**config.mk**
```make
export PLATFORM = sky130hd
export DESIGN_NAME = bus_hub_n
export DESIGN_NICKNAME = d
export VERILOG_FILES = /design/src/rtl/bus_hub_n.sv
export SDC_FILE = /design/constraint.sdc
export NUM_CORES = 1
export LEC_CHECK = 0
export ABC_CLOCK_PERIOD_IN_PS = 3150
export BUFFER_PORTS_ARGS = -buffer_cell sky130_fd_sc_hd__buf_4
export CAP_MARGIN = 20
export CORE_AREA = 2 2 121 123
export CTS_BUF_LIST = sky130_fd_sc_hd__clkbuf_16
export DETAILED_ROUTE_END_ITERATION = 8
export DIE_AREA = 0 0 123 125
export PLACE_DENSITY = 0.65
export SYNTH_ARGS = -nofsm -noshare
export SYNTH_HDL_FRONTEND = slang
export SYNTH_SLANG_ARGS = --single-unit
```
**constraint.sdc**
```tcl
create_clock -name clk -period 3.15 [get_ports clk]
set_input_delay 0.315 -clock clk [delete_from_list [all_inputs] [get_ports clk]]
set_output_delay 0.315 -clock clk [all_outputs]
set_load 0.02 [all_outputs]
```
**src/rtl/bus_hub_n.sv**
```systemverilog
// bus_hub_n: single-host hub that decodes requests onto N device ports, with busy timeout and error response
module bus_hub_n #(
    parameter int                      N_DEVICES = 2,
    parameter logic [N_DEVICES*32-1:0] DEV_BASE  = {32'h0001_0000, 32'h0000_0000},
    parameter logic [N_DEVICES*32-1:0] DEV_MASK  = {32'hFFFF_0000, 32'hFFFF_0000},
    parameter int                      TIMEOUT   = 255,
    parameter logic [31:0]             ERR_DATA  = 32'hDEAD_BEEF
) (
    input  logic                      clk,
    input  logic                      rst,
    input  logic [31:0]               host_address,
    input  logic [31:0]               host_data_write,
    input  logic [3:0]                host_write_mask,
    input  logic                      host_wen,
    input  logic                      host_ren,
    output logic [31:0]               host_data_read,
    output logic                      host_ready,
    output logic                      host_error,
    output logic [N_DEVICES*32-1:0]   device_address,
    output logic [N_DEVICES*32-1:0]   device_data_write,
    output logic [N_DEVICES*4-1:0]    device_write_mask,
    output logic [N_DEVICES-1:0]      device_wen,
    output logic [N_DEVICES-1:0]      device_ren,
    input  logic [N_DEVICES-1:0]      device_ready,
    input  logic [N_DEVICES*32-1:0]   device_data_read
);
    localparam int SW = (N_DEVICES > 1) ? $clog2(N_DEVICES) : 1;
    localparam int CW = (TIMEOUT > 1) ? $clog2(TIMEOUT) : 1;
    localparam logic [1:0] S_IDLE = 2'd0;
    localparam logic [1:0] S_BUSY = 2'd1;
    localparam logic [1:0] S_RESP = 2'd2;

    logic [1:0]    r_state;
    logic [31:0]   r_addr;
    logic [31:0]   r_wdata;
    logic [3:0]    r_mask;
    logic          r_write;
    logic [SW-1:0] r_sel;
    logic [CW-1:0] r_cnt;
    logic          r_err;
    logic [31:0]   r_rdata;
    logic          w_hit;
    logic [SW-1:0] w_idx;
    logic          w_ready;
    logic [31:0]   w_rdata;

    // Address decode (descending scan so the lowest matching index wins) and selected-device response mux
    always_comb begin
        w_hit   = 1'b0;
        w_idx   = '0;
        w_ready = 1'b0;
        w_rdata = '0;
        for (int i = N_DEVICES - 1; i >= 0; i--) begin
            if ((host_address & DEV_MASK[32*i +: 32]) == DEV_BASE[32*i +: 32]) begin
                w_hit = 1'b1;
                w_idx = SW'(i);
            end
            if (r_sel == SW'(i)) begin
                w_ready = device_ready[i];
                w_rdata = device_data_read[32*i +: 32];
            end
        end
    end

    // Transaction FSM: accept and latch, wait on device or timeout, one-cycle response
    always_ff @(posedge clk or posedge rst) begin
        if (rst) begin
            r_state <= S_IDLE;
            r_addr  <= '0;
            r_wdata <= '0;
            r_mask  <= '0;
            r_write <= 1'b0;
            r_sel   <= '0;
            r_cnt   <= '0;
            r_err   <= 1'b0;
            r_rdata <= '0;
        end else begin
            case (r_state)
                S_IDLE: if (host_wen || host_ren) begin
                    r_addr  <= host_address;
                    r_wdata <= host_data_write;
                    r_mask  <= host_write_mask;
                    r_write <= host_wen;
                    r_sel   <= w_idx;
                    r_cnt   <= '0;
                    r_state <= w_hit ? S_BUSY : S_RESP;
                    if (!w_hit) begin
                        r_err   <= 1'b1;
                        r_rdata <= ERR_DATA;
                    end
                end
                S_BUSY: if (w_ready) begin
                    r_rdata <= r_write ? 32'h0 : w_rdata;
                    r_err   <= 1'b0;
                    r_state <= S_RESP;
                end else if (r_cnt == CW'(TIMEOUT - 1)) begin
                    r_rdata <= ERR_DATA;
                    r_err   <= 1'b1;
                    r_state <= S_RESP;
                end else begin
                    r_cnt <= r_cnt + 1'b1;
                end
                S_RESP: r_state <= S_IDLE;
                default: r_state <= S_IDLE;
            endcase
        end
    end

    for (genvar g = 0; g < N_DEVICES; g++) begin : g_dev
        assign device_address[32*g +: 32]  = r_addr & ~DEV_MASK[32*g +: 32];
        assign device_data_write[32*g +: 32] = r_wdata;
        assign device_write_mask[4*g +: 4]   = r_mask;
        assign device_wen[g] = (r_state == S_BUSY) && (r_sel == SW'(g)) && r_write;
        assign device_ren[g] = (r_state == S_BUSY) && (r_sel == SW'(g)) && !r_write;
    end

    assign host_ready     = (r_state == S_RESP);
    assign host_error     = host_ready && r_err;
    assign host_data_read = r_rdata;
endmodule

```
==> impl_metrics.env <==
export IMPL_io_pins=312
export IMPL_gp_congestion=0.807
export IMPL_hold_viol_final=0
export IMPL_die_y_um=125
export IMPL_end_kind="primary output"
export IMPL_drv_slew=0
export IMPL_gr_total_overflow=0
export IMPL_cts_hold_buf=0
export IMPL_yosysSeqAreaShare_pct=48.8
export IMPL_numCtsBuffers=9
export IMPL_required_ns=2.83
export IMPL_htree_levels=3
export IMPL_synth_top_cell_by_area="dfrtp_1"
export IMPL_synth_top_area_share_pct=48.8
export IMPL_power_density_nw_per_um2=514
export IMPL_ys_ff_latch=97
export IMPL_switchingPower_uw=1210
export IMPL_power_internal_uw=2380
export IMPL_drive_above_1_share_pct=40.7
export IMPL_cts_tree="built"
export IMPL_grt_total_usage_pct=16.3
export IMPL_post_cts_resized=0
export IMPL_synth_distinct_cells=39
export IMPL_crit_reg2reg_launch="r_state[0]$_DFFE_PP0P_"
export IMPL_slew_headroom_pct=40.1
export IMPL_grt_max_degree=63
export IMPL_pwr_share_clk_pct=26.9
export IMPL_startpoint="r_sel$_DFFE_PP0P_"
export IMPL_syn_area_per_cell_um2=9.29
export IMPL_die_w_um=123
export IMPL_finalSetupTns_ns=0
export IMPL_io_buffers=279
export IMPL_power_uw=3590
export IMPL_drtIter0Drc=136
export IMPL_synth_edf_count=0
export IMPL_ctsLongestPathBuffers=2
export IMPL_crit_type="register to primary output"
export IMPL_final_setup_viol_count=0
export IMPL_clock_sinks=97
export IMPL_maxCapViolCount=0
export IMPL_grt_pass1_wl_mm=19.8
export IMPL_initial_utilization_pct=35.0
export IMPL_skew_ns=0.00631
export IMPL_cp_arrival_ns=1.71
export IMPL_die_area_um2=15400
export IMPL_fmax_mhz=495
export IMPL_final_antenna_net_count=0
export IMPL_syn_cell_area_um2=4970
export IMPL_synthCells=535
export IMPL_drc=0
export IMPL_post_cts_buffers=0
export IMPL_routedWlPerCell_um=13.5
export IMPL_yosysWarnings=0
export IMPL_grt_pass1_vias=4149
export IMPL_root_buffer="clkbuf_16"
export IMPL_p_leak_uw=0.00347
export IMPL_dp_hpwl_mm=9.71
export IMPL_area_growth_pct=40.6
export IMPL_seqPwrFrac_pct=41.5
export IMPL_status="completed"
export IMPL_period_share_pct=64.1
export IMPL_worstMarginPinSlew_ns=0.895
export IMPL_antenna_cells=0
export IMPL_hold_class="primary input to asynchronous set/reset pin"
export IMPL_clk_latency_ns=0.33
export IMPL_yosys_top_cells_area="dfrtp_1 (49%), buf_4 (13%), nand2_1 (12%)"
export IMPL_wirelength_mm=12.7
export IMPL_swShare_pct=33.7
export IMPL_vias_per_cell=4.52
export IMPL_nets=891
export IMPL_synth_flop_cell="dfrtp_1"
export IMPL_critPathMaxFanout=33
export IMPL_rsz0062_at_grt="false"
export IMPL_coreArea_um2=14200
export IMPL_rows=44
export IMPL_pwr_share_comb_pct=31.6
export IMPL_antenna_found_initial=0
export IMPL_peakVddDrop_v=0.000245
export IMPL_fin_crit_ns=2.02
export IMPL_synthArstFlopShare_pct=100
export IMPL_first_pass_iters=4
export IMPL_num_vias=4240
export IMPL_clk_pin_slew_ns=0.06
export IMPL_critPathLaunchType="register"
-- worst paths after layout --
path,slack [ns],endpoint,cells past startpoint
setup / recovery,1.13,device_ren[1],4
hold / removal,0.11,r_wdata[14]$_DFFE_PP0P_,2
setup reg to reg,1.21,r_wdata[27]$_DFFE_PP0P_,5
hold reg to reg,0.49,host_data_read[18]$_DFFE_PP0P_,1
max in group asynchronous,2.34,host_data_read[7]$_DFFE_PP0P_,3
min in group clk,0.16,r_wdata[16]$_DFFE_PP0P_,3
-- cells in the mapped netlist (all sizes together) (3+ instances only) --
library cell  instances
and3                  3
nor4                  6
dfrtp                97
buf                  99
nand2b                5
nor2                  5
nor3                  3
o31ai                 3
inv                  12
o21a                 24
a21oi                 5
clkbuf               12
o22ai                 8
nand2               164
nand3                 3
o21ai                27
mux2i                36
-- power groups by stage --
stage	logic (uW)	clock network (uW)	registers, uW
finish	1130	968	1490
global route	1220	1070	1510
CTS	1150	1020	1490
detailed placement	1150	0	1520
global placement	1140	0	1510
floorplan	634	0	1630
-- cell usage in the layout (no fill, tap or decap), types with 2 or more instances in the layout --
cell type,synthesis,layout
buf_4,84,284
nand2_1,164,164
dfrtp_1,97,96
mux2i_1,36,36
conb_1,1,32
o21ai_0,27,26
o21a_1,24,24
inv_1,12,11
clkbuf_16,0,9
o22ai_1,8,8
nor4_1,6,6
a21oi_1,5,5
nor2_1,5,4
nand2b_1,4,4
nor3_1,3,3
and3_1,3,3
o31ai_1,3,3
nand3_1,3,3
clkinvlp_4,0,3
and4_1,2,2
or3_1,2,2
a2bb2oi_1,2,2
or4_1,2,2
ha_1,2,2
clkinv_2,0,2
-- sequential cells by signal, summed over array words and instances (netlist names) --
name            cells
r_cnt               8
r_write             1
r_wdata            32
r_err               1
r_sel               1
host_data_read     32
r_addr             16
r_mask              4
r_state             2
-- through the flow --
step	hold slack, ns	area [um^2]	instances	utilization (%)	setup WS [ns]
after floorplan	0.420	5090	566	-	0.301
after global placement	0.476	6730	924	47.4	1.25
after detailed placement	0.481	6730	924	47.4	1.17
after CTS	0.148	6990	939	49.2	1.09
after global routing	0.150	6990	939	49.2	1.02
final	0.114	6990	939	49.2	1.13
-- layer usage --
layer	vias to the layer above	part of all wire (%)	track usage, %
met2	190	52	29.1
met4	0	1.5	5.21
met1	1968	37	18.6
met5	-	0	0
li1	2069	-	-
met3	13	9.4	4.47
-- layout make-up --
cell class | count | area [um^2]
Clock inverter | 6 | 36.3
Fill cell | 1366 | 7210
Sequential cell | 97 | 2430
Timing Repair Buffer | 285 | 2150
Inverter | 12 | 47.5
Clock buffer | 9 | 225
Multi-Input combinational cell | 346 | 1870
Tap cell | 184 | 230
-- cells by family after synthesis --
| kind of cell | after synthesis | synth area share, % |
|---|---|---|
| simple gates | 202 | 17.1 |
| buf+inv | 123 | 16.2 |
| flops | 97 | 48.8 |
| compound gates | 73 | 9.82 |
| mux | 37 | 7.48 |
| fa+ha+maj | 2 | 0.503 |
| other cells | 1 | 0.0754 |
-- critical path: stages, from the launching register on --
cell and delay, ns:
dfrtp_2 0.47, buf_4 0.47, nand2_1 0.10, nor2_1 0.14, buf_4 0.17
Power figures use the tool's default switching activity.
